## src/rtl/store_buffer_pkg.sv

```systemverilog
// Shared types for the store buffer: entry payload, FSM state encoding, default depth.
package store_buffer_pkg;

    localparam int unsigned SB_DEPTH_DEFAULT = 4;
    localparam int unsigned SB_WADDR_W       = 30;
    localparam int unsigned SB_DATA_W        = 32;

    typedef struct packed {
        logic [SB_WADDR_W-1:0] addr;
        logic [SB_DATA_W-1:0]  data;
    } sb_entry_t;

    typedef enum logic [1:0] {
        IDLE  = 2'd0,
        DRAIN = 2'd1,
        READ  = 2'd2
    } sb_state_t;

endpackage

```

## src/rtl/sb_fifo.sv

```systemverilog
// Circular FIFO of buffered stores; exposes head, occupancy and the raw entry array.
module sb_fifo
    import store_buffer_pkg::*;
#(
    parameter int unsigned DEPTH = SB_DEPTH_DEFAULT
) (
    input  logic                        clk,
    input  logic                        rst,
    input  logic                        push,
    input  sb_entry_t                   push_entry,
    input  logic                        pop,
    output sb_entry_t                   head,
    output logic                        full,
    output logic                        empty,
    output logic [$clog2(DEPTH):0]      count,
    output logic [$clog2(DEPTH)-1:0]    rd_ptr,
    output sb_entry_t [DEPTH-1:0]       entries
);

    localparam int unsigned PW = $clog2(DEPTH);
    localparam int unsigned CW = $clog2(DEPTH) + 1;

    logic [PW-1:0] wr_ptr;

    // Pointers and occupancy; power-of-two depth lets the pointers wrap naturally.
    always_ff @(posedge clk) begin
        if (rst) begin
            wr_ptr <= '0;
            rd_ptr <= '0;
            count  <= '0;
        end else begin
            if (push) wr_ptr <= wr_ptr + PW'(1);
            if (pop)  rd_ptr <= rd_ptr + PW'(1);
            case ({push, pop})
                2'b10:   count <= count + CW'(1);
                2'b01:   count <= count - CW'(1);
                default: count <= count;
            endcase
        end
    end

    always_ff @(posedge clk) begin
        if (push) entries[wr_ptr] <= push_entry;
    end

    assign head  = entries[rd_ptr];
    assign full  = (count == CW'(DEPTH));
    assign empty = (count == '0);

endmodule

```

## src/rtl/store_buffer.sv

```systemverilog
// Write buffer between CPU and data memory: queues stores, drains in order, serialises loads.
// Optional store-to-load forwarding is enabled by defining STORE_BUFFER_FWD_EN.
module store_buffer
    import store_buffer_pkg::*;
#(
    parameter int unsigned DEPTH      = SB_DEPTH_DEFAULT,
    parameter int unsigned MEM_ADDR_W = 32
) (
    input  logic                  clk,
    input  logic                  rst,
    input  logic [31:0]           cpu_addr,
    input  logic [31:0]           cpu_wdata,
    input  logic                  cpu_memwrite,
    input  logic                  cpu_memread,
    output logic [31:0]           cpu_rdata,
    output logic                  cpu_stall,
    output logic [MEM_ADDR_W-1:0] mem_addr,
    output logic [31:0]           mem_wdata,
    output logic                  mem_we,
    output logic                  mem_re,
    input  logic [31:0]           mem_rdata,
    input  logic                  mem_ready
);

    localparam int unsigned PW = $clog2(DEPTH);
    localparam int unsigned CW = $clog2(DEPTH) + 1;

    sb_state_t              state, state_nxt;
    sb_entry_t              head;
    sb_entry_t [DEPTH-1:0]  entries;
    logic                   full, empty;
    logic [CW-1:0]          count;
    logic [PW-1:0]          rd_ptr;
    logic [29:0]            rd_waddr;
    logic                   is_load, is_store, load_hit, push, pop, read_done;
    logic                   fwd_hit;
    logic [31:0]            fwd_data;
    logic [31:0]            mem_byte_addr;
    logic                   unused_ok;

    sb_fifo #(.DEPTH(DEPTH)) u_fifo (
        .clk        (clk),
        .rst        (rst),
        .push       (push),
        .push_entry ('{addr: cpu_addr[31:2], data: cpu_wdata}),
        .pop        (pop),
        .head       (head),
        .full       (full),
        .empty      (empty),
        .count      (count),
        .rd_ptr     (rd_ptr),
        .entries    (entries)
    );

`ifdef STORE_BUFFER_FWD_EN
    logic [PW-1:0] fwd_idx;

    // Walk from head to tail so the youngest matching store wins.
    always_comb begin
        fwd_hit  = 1'b0;
        fwd_data = '0;
        fwd_idx  = '0;
        for (int unsigned i = 0; i < DEPTH; i++) begin
            fwd_idx = rd_ptr + PW'(i);
            if ((CW'(i) < count) && (entries[fwd_idx].addr == cpu_addr[31:2])) begin
                fwd_hit  = 1'b1;
                fwd_data = entries[fwd_idx].data;
            end
        end
    end

    assign unused_ok = ^cpu_addr[1:0];
`else
    assign fwd_hit   = 1'b0;
    assign fwd_data  = '0;
    assign unused_ok = ^{cpu_addr[1:0], entries, rd_ptr};
`endif

    assign is_load   = cpu_memread;
    assign is_store  = cpu_memwrite & ~cpu_memread;
    assign load_hit  = is_load & fwd_hit & (state != READ);
    assign pop       = (state == DRAIN) & mem_ready;
    assign push      = is_store & (~full | pop);
    assign read_done = (state == READ) & mem_ready;

    always_ff @(posedge clk) begin
        if (rst) state <= IDLE;
        else     state <= state_nxt;
    end

    // Load address is captured on entry to READ so the bus stays stable until mem_ready.
    always_ff @(posedge clk) begin
        if (rst)                                      rd_waddr <= '0;
        else if ((state == IDLE) && (state_nxt == READ)) rd_waddr <= cpu_addr[31:2];
    end

    always_comb begin
        state_nxt     = state;
        mem_we        = 1'b0;
        mem_re        = 1'b0;
        mem_byte_addr = '0;
        mem_wdata     = '0;
        cpu_rdata     = '0;
        cpu_stall     = 1'b0;

        case (state)
            IDLE: begin
                if (!empty)                    state_nxt = DRAIN;
                else if (is_load && !load_hit) state_nxt = READ;
            end
            DRAIN: begin
                mem_we        = 1'b1;
                mem_byte_addr = {head.addr, 2'b00};
                mem_wdata     = head.data;
                if (pop && (count == CW'(1)) && !push) state_nxt = IDLE;
            end
            READ: begin
                mem_re        = 1'b1;
                mem_byte_addr = {rd_waddr, 2'b00};
                if (mem_ready) state_nxt = IDLE;
            end
            default: state_nxt = IDLE;
        endcase

        if (!rst) begin
            if (load_hit)       cpu_rdata = fwd_data;
            else if (read_done) cpu_rdata = mem_rdata;
            cpu_stall = (is_store && !push) || (is_load && !load_hit && !read_done);
        end
    end

    assign mem_addr = MEM_ADDR_W'(mem_byte_addr);

endmodule

```

## config.mk

```make
export PLATFORM = sky130hd
export DESIGN_NAME = store_buffer
export DESIGN_NICKNAME = d
export VERILOG_FILES = /design/src/rtl/store_buffer_pkg.sv /design/src/rtl/sb_fifo.sv /design/src/rtl/store_buffer.sv
export SDC_FILE = /design/constraint.sdc
export NUM_CORES = 1
export LEC_CHECK = 0
export CAP_MARGIN = 40
export CORE_UTILIZATION = 50
export DETAILED_ROUTE_END_ITERATION = 12
export PLACE_DENSITY_LB_ADDON = 0.2
export SYNTH_ARGS = -nofsm -noshare
export SYNTH_HDL_FRONTEND = slang
export SYNTH_SLANG_ARGS = --single-unit
```

## constraint.sdc

```tcl
create_clock -name clk -period 3.35 [get_ports clk]
set_clock_uncertainty 0.05 [all_clocks]
set_input_delay 0.67 -clock clk [delete_from_list [all_inputs] [get_ports clk]]
set_output_delay 0.67 -clock clk [all_outputs]
set_load 0.01 [all_outputs]
```

# Word-level counts from Yosys, hierarchy flattened
# Index checks and enable logic that the tools add are counted.
[totals]
regBits = 287
in_bits = 101
output_inout_bits = 99
word_cells = 64
[classes]
n_addsub = 4
magnitude_cmp = 3
eq_ne = 7
n_mux = 18
bitwise_logic = 7
n_reduce_logical = 12
[ops]
columns = ["operator", "count"]
rows = [
  ["$bwmux W248", 1],
  ["$bmux W62 S2", 1],
  ["$demux W62 S2", 1],
  ["$mux W62", 2],
  ["$mux W32", 3],
  ["$pmux W32 S2", 1],
  ["$mux W2", 4],
  ["$eq A2 B2 Y1 const B", 3],
  ["$logic_and A1 B1 Y1", 6],
  ["$lt A2 B3 Y1 const B", 2],
  ["$pmux W2 S3", 1],
  ["$pmux W3 S2", 1],
  ["$add A2 B1 Y2 const B", 2],
  ["$and A1 B1 Y1", 4],
  ["$eq A2 B1 Y1 const B", 2],
  ["$add A3 B1 Y3 const B", 1],
  ["$eq A3 B1 Y1 const B", 1],
  ["$eq A3 B3 Y1 const B", 1],
  ["$logic_not A3 Y1", 1],
  ["$mux W1", 3],
  ["$sub A3 B1 Y3 const B", 1],
  ["$ge A2 B1 Y1 const B", 1],
  ["$logic_not A1 Y1", 2],
  ["$logic_not A2 Y1", 1],
  ["other kinds (4)", 5],
]

# Longest topological paths before layout
[depth]
depth_word = 10
ltp_mapped = 11
mapped_depth_nobuf = 10

# By module
# Synthesis repeated with hierarchy kept, for this count alone.
[hier_totals]
cells_unflattened = 671
hier_area_um2 = 11895.2
[modules_own_cells]
columns = ["mod", "n_inst", "cells_per_inst", "area_each_um2", "seq_area_each_um2"]
rows = [
  ["sb_fifo", 1, 367, 9411.5, 7587.3],
  ["store_buffer", 1, 304, 2483.6, 640.6],
]

# Worst setup path before layout
# No wires, ideal clock.
[synth_timing]
kind = "register to register"
start = "register state[0]"
end = "register u_fifo.entries[0] (netlist name)"
setup_ps = 427
arrival_time_ps = 2659
t_required_ps = 2873
path_slack_ps = 215
path_stages_with_launch = 7
path_buffers = 1
synth_period_minus_slack_ps = 3135
path_cell_list = "dfxtp_1 -> ha_1 -> and2_1 -> buf_2 -> nor2_1 -> nor2b_1 -> and2_1"
[synth_between]
elab_chain_len = 4
[synth_rtl]
columns = ["element", "line", "text"]
rows = [
  ["start: declaration", "store_buffer.sv:28", "sb_state_t state, state_nxt;"],
  ["start signal: assignment", "store_buffer.sv:88", "else state <= state_nxt;"],
  ["$eq A2 B1 Y1", "store_buffer.sv:82", "assign pop = (state == DRAIN) & mem_ready;"],
  ["$and A1 B1 Y1", "store_buffer.sv:82", ""],
  ["net pop", "store_buffer.sv:35", "logic is_load, is_store, load_hit, push, pop, read_done;"],
  ["$or A1 B1 Y1", "store_buffer.sv:83", "assign push = is_store & (~full | pop);"],
  ["$and A1 B1 Y1", "store_buffer.sv:83", ""],
]
# The timed path passes the listed nets, and every way through them passes these cells.
# A chain may end at the register's enable or synchronous reset.

# Worst setup path in the final report
[layout_timing]
start = "register u_fifo.rd_ptr[0]"
end = "output port mem_addr[22]"
[layout_between]
elab_chain_len = 3
[layout_rtl]
columns = ["element", "line", "text"]
rows = [
  ["start: declaration", "sb_fifo.sv:16", "output logic [$clog2(DEPTH)-1:0] rd_ptr,"],
  ["start signal: assignment", "sb_fifo.sv:33", "if (pop) rd_ptr <= rd_ptr + PW'(1);"],
  ["$bmux W62 S2", "sb_fifo.sv:46", "assign head = entries[rd_ptr];"],
  ["$mux W62 (implied by the code)", "sb_fifo.sv:46", ""],
  ["$pmux W32 S2", "store_buffer.sv:106", "case (state)"],
  ["end: declaration", "store_buffer.sv:17", "output logic [MEM_ADDR_W-1:0] mem_addr,"],
]
# Every way passes these cells. The select of a mux whose other input is x is not followed.

==> results.cfg <==
[outcome]
outcome = finished, final reports clean

[finish]
postLayoutCoreUtil_pct = 65.8
layout_commonest_cell = edfxtp_1
layout_common_cells = edfxtp_1 (248), clkdlybuf4s50_1 (190), and2_1 (66)
post_route_cells_drive_above_1_share_pct = 14.4
design_area_sq_um = 15400
finalNetCount = 996
area_growth_syn_to_layout_pct = 29.3

[worst_setup_path]
path_class = reg2out
end_kind = output pin
reg2reg_from = state[1]
endpoint = mem_addr[22]
cp_max_fo = 29
critPathRequiredTime_ps = 2630
reg2reg_to = u_fifo.count[2]
rr_worst_depth = 9
arrival_ps = 2550
crit_start = u_fifo.rd_ptr[0]
r2r_setup_slack_ps = 910
start_kind = flip-flop

[timing]
fin_ws_ps = 84.4
finalCritPeriodShare_pct = 97.5
post-route-min-period_ps = 3270
relSlewSlack_pct = 59.7
finalSetupViolations = 0
rsz0062_at_grt = true
hold-worst-slack_ps = 428
hold_violations = 0
fmax_ghz = 0.306
worstMarginPinSlew_ps = 604
slew_viol_final = 0

[placement]
post_dp_cell_area_sq_um = 14300
dp_slack_ps = 261
place_hpwl_um = 14500
place_congestion = 0.742
port_buffers = 195

[clocking]
clock_tree.htree_level_count = 1
cts_tree = built
numClockSinks = 287
numCtsBuffers = 31
postCtsHoldBufs = 0
clk_path_buf_depth = 3
clk_pin_slew_ps = 60
clock-root-buffer = clkbuf_16
clock_latency_ps = 540

[detailed_routing]
route.top_layer_used = met5
drt_iter0_markers = 401
dr_total_vias = 6577
wl_met1_um = 9810
wl_um = 24900
wl_met3_um = 1820
antenna_left = 0
first_pass_iters = 4
route.met2.wl_um = 12800
routedWlPerCell_um = 20.3
drc_errors = 0
vias_per_cell = 5.36

[floorplan]
design.die.area_sq_um = 24500
start_util_pct = 50.9
core_sq_um = 23500
die_w_um = 157
placementRows = 56
die_h_um = 157
design.portCount = 200

[grt]
grt_use_total_pct = 20.5
grt_pass1_wl_um = 37700
antenna_found_initial = 2
grt_pass1_vias = 6867
grt_max_degree = 71
grt.overflow.total = 0

[pwr]
switchingPower_w = 0.00266
p_int_w = 0.00757
p_clk_share_pct = 34.7
ir_worst_vdd_mv = 0.428
p_seq_share_pct = 41.4
swShare_pct = 26.0
p_per_area_nw_per_um2 = 662
p_comb_share_pct = 23.8
p_leak_nw = 5.13
power_w = 0.0102

[yosys]
synth_largest_area_cell = edfxtp_1
netlist.area_leader.share_pct = 62.3
synth_warnings = 0
postSynthCellCount = 675
synth_area_sq_um = 11900
synth_cell_type_count = 32
synth_seq_area_share_pct = 68.9
synth_seq_cells = 287
synth_area_leaders = edfxtp_1 (62%), mux4_2 (9.0%), dfxtp_1 (6.5%)
postSynthAreaPerCell_sq_um = 17.7

[min_path]
hp-class = reg2reg

[job]
drv_cap = 0
## how the worst min path moves through the flow
stage | start | to | slack [ps] | cells after the start
3_5_place_dp | rd_waddr[22] | rd_waddr[22] | 410 | 2
4_1_cts | rd_waddr[28] | rd_waddr[28] | 430 | 2
2_1_floorplan | rd_waddr[0] | rd_waddr[0] | 400 | 2
3_3_place_gp | rd_waddr[16] | rd_waddr[16] | 410 | 2
6_report | rd_waddr[28] | rd_waddr[28] | 430 | 2
5_1_grt | rd_waddr[28] | rd_waddr[28] | 450 | 2
## synthesized netlist by cell type (all sizes together)
| library cell | count |
|---|---|
| or3 | 2 |
| conb | 1 |
| xor2 | 3 |
| o21ai | 4 |
| and4bb | 1 |
| xnor2 | 2 |
| a311oi | 1 |
| a22oi | 31 |
| dfxtp | 39 |
| buf | 21 |
| nand2 | 4 |
| inv | 8 |
| a21oi | 2 |
| and2 | 70 |
| mux4 | 62 |
| ha | 13 |
| o22ai | 1 |
| a211oi | 1 |
| nand2b | 61 |
| nor2 | 11 |
| nor2b | 32 |
| o311ai | 1 |
| clkbuf | 23 |
| edfxtp | 248 |
| mux2i | 32 |
| nand3b | 1 |
## flip-flops by register name (all words and copies together) (netlist names)
register / flops
u_fifo.count: 3
rd_waddr: 30
u_fifo.wr_ptr: 2
u_fifo.entries: 248
u_fifo.rd_ptr: 2
state: 2
## layer usage
layer  up-vias  global-route usage (%)
li1       2996                       -
met1      3302                    25.1
met2       236                    36.4
met3        41                    4.68
met4         2                    5.84
met5         -                       0
## stage by stage
stage | setup TNS [ps] | std cells
2_1_floorplan | 0 | 676
5_1_grt | -94.0 | 1227
4_1_cts | 0 | 1225
3_5_place_dp | 0 | 1167
3_3_place_gp | 0 | 1167
6_report | 0 | 1227
## cell families after synthesis
group / count (synthesis) / share of synthesized area (%)
other: 1 / 0.0314
adders and majority gates: 13 / 1.36
and+or+nand+nor: 182 / 9.28
muxes: 94 / 14.8
xor gates and xnor gates: 5 / 0.367
DFF: 287 / 68.9
AOI/OAI and AO/OA: 41 / 2.61
buffers and inverters: 52 / 2.69
## power groups by stage
stage | logic (W) | registers (W) | clock network, W
floorplan | 0.00154 | 0.00427 | 0
global placement | 0.00237 | 0.00429 | 0
detailed placement | 0.00243 | 0.00431 | 0
CTS | 0.00245 | 0.00423 | 0.00362
global route | 0.00262 | 0.00426 | 0.00376
finish | 0.00244 | 0.00424 | 0.00355
## what timing repair did
action | in CTS | in global routing
buffers inserted | 0 | 1
gates resized for setup | 1 | 8
endpoints found under the setup margin | 3 | 19
## layout make-up
cell class,instances,area (sq um)
Antenna cell,1,2.50
Clock buffer,42,867
Clock inverter,16,220
Fill cell,1622,8020
Inverter,8,30.0
Multi-Input combinational cell,337,3420
Sequential cell,287,8240
Tap cell,319,399
Timing Repair Buffer,217,2280
## critical path: stages, from the launching register on
cell	delay (ps)
dfxtp_4	390
buf_16	250
mux4_1	580
a22oi_1	220
nor2b_1	70
clkdlybuf4s50_1	480
Power figures use the tool's default switching activity.
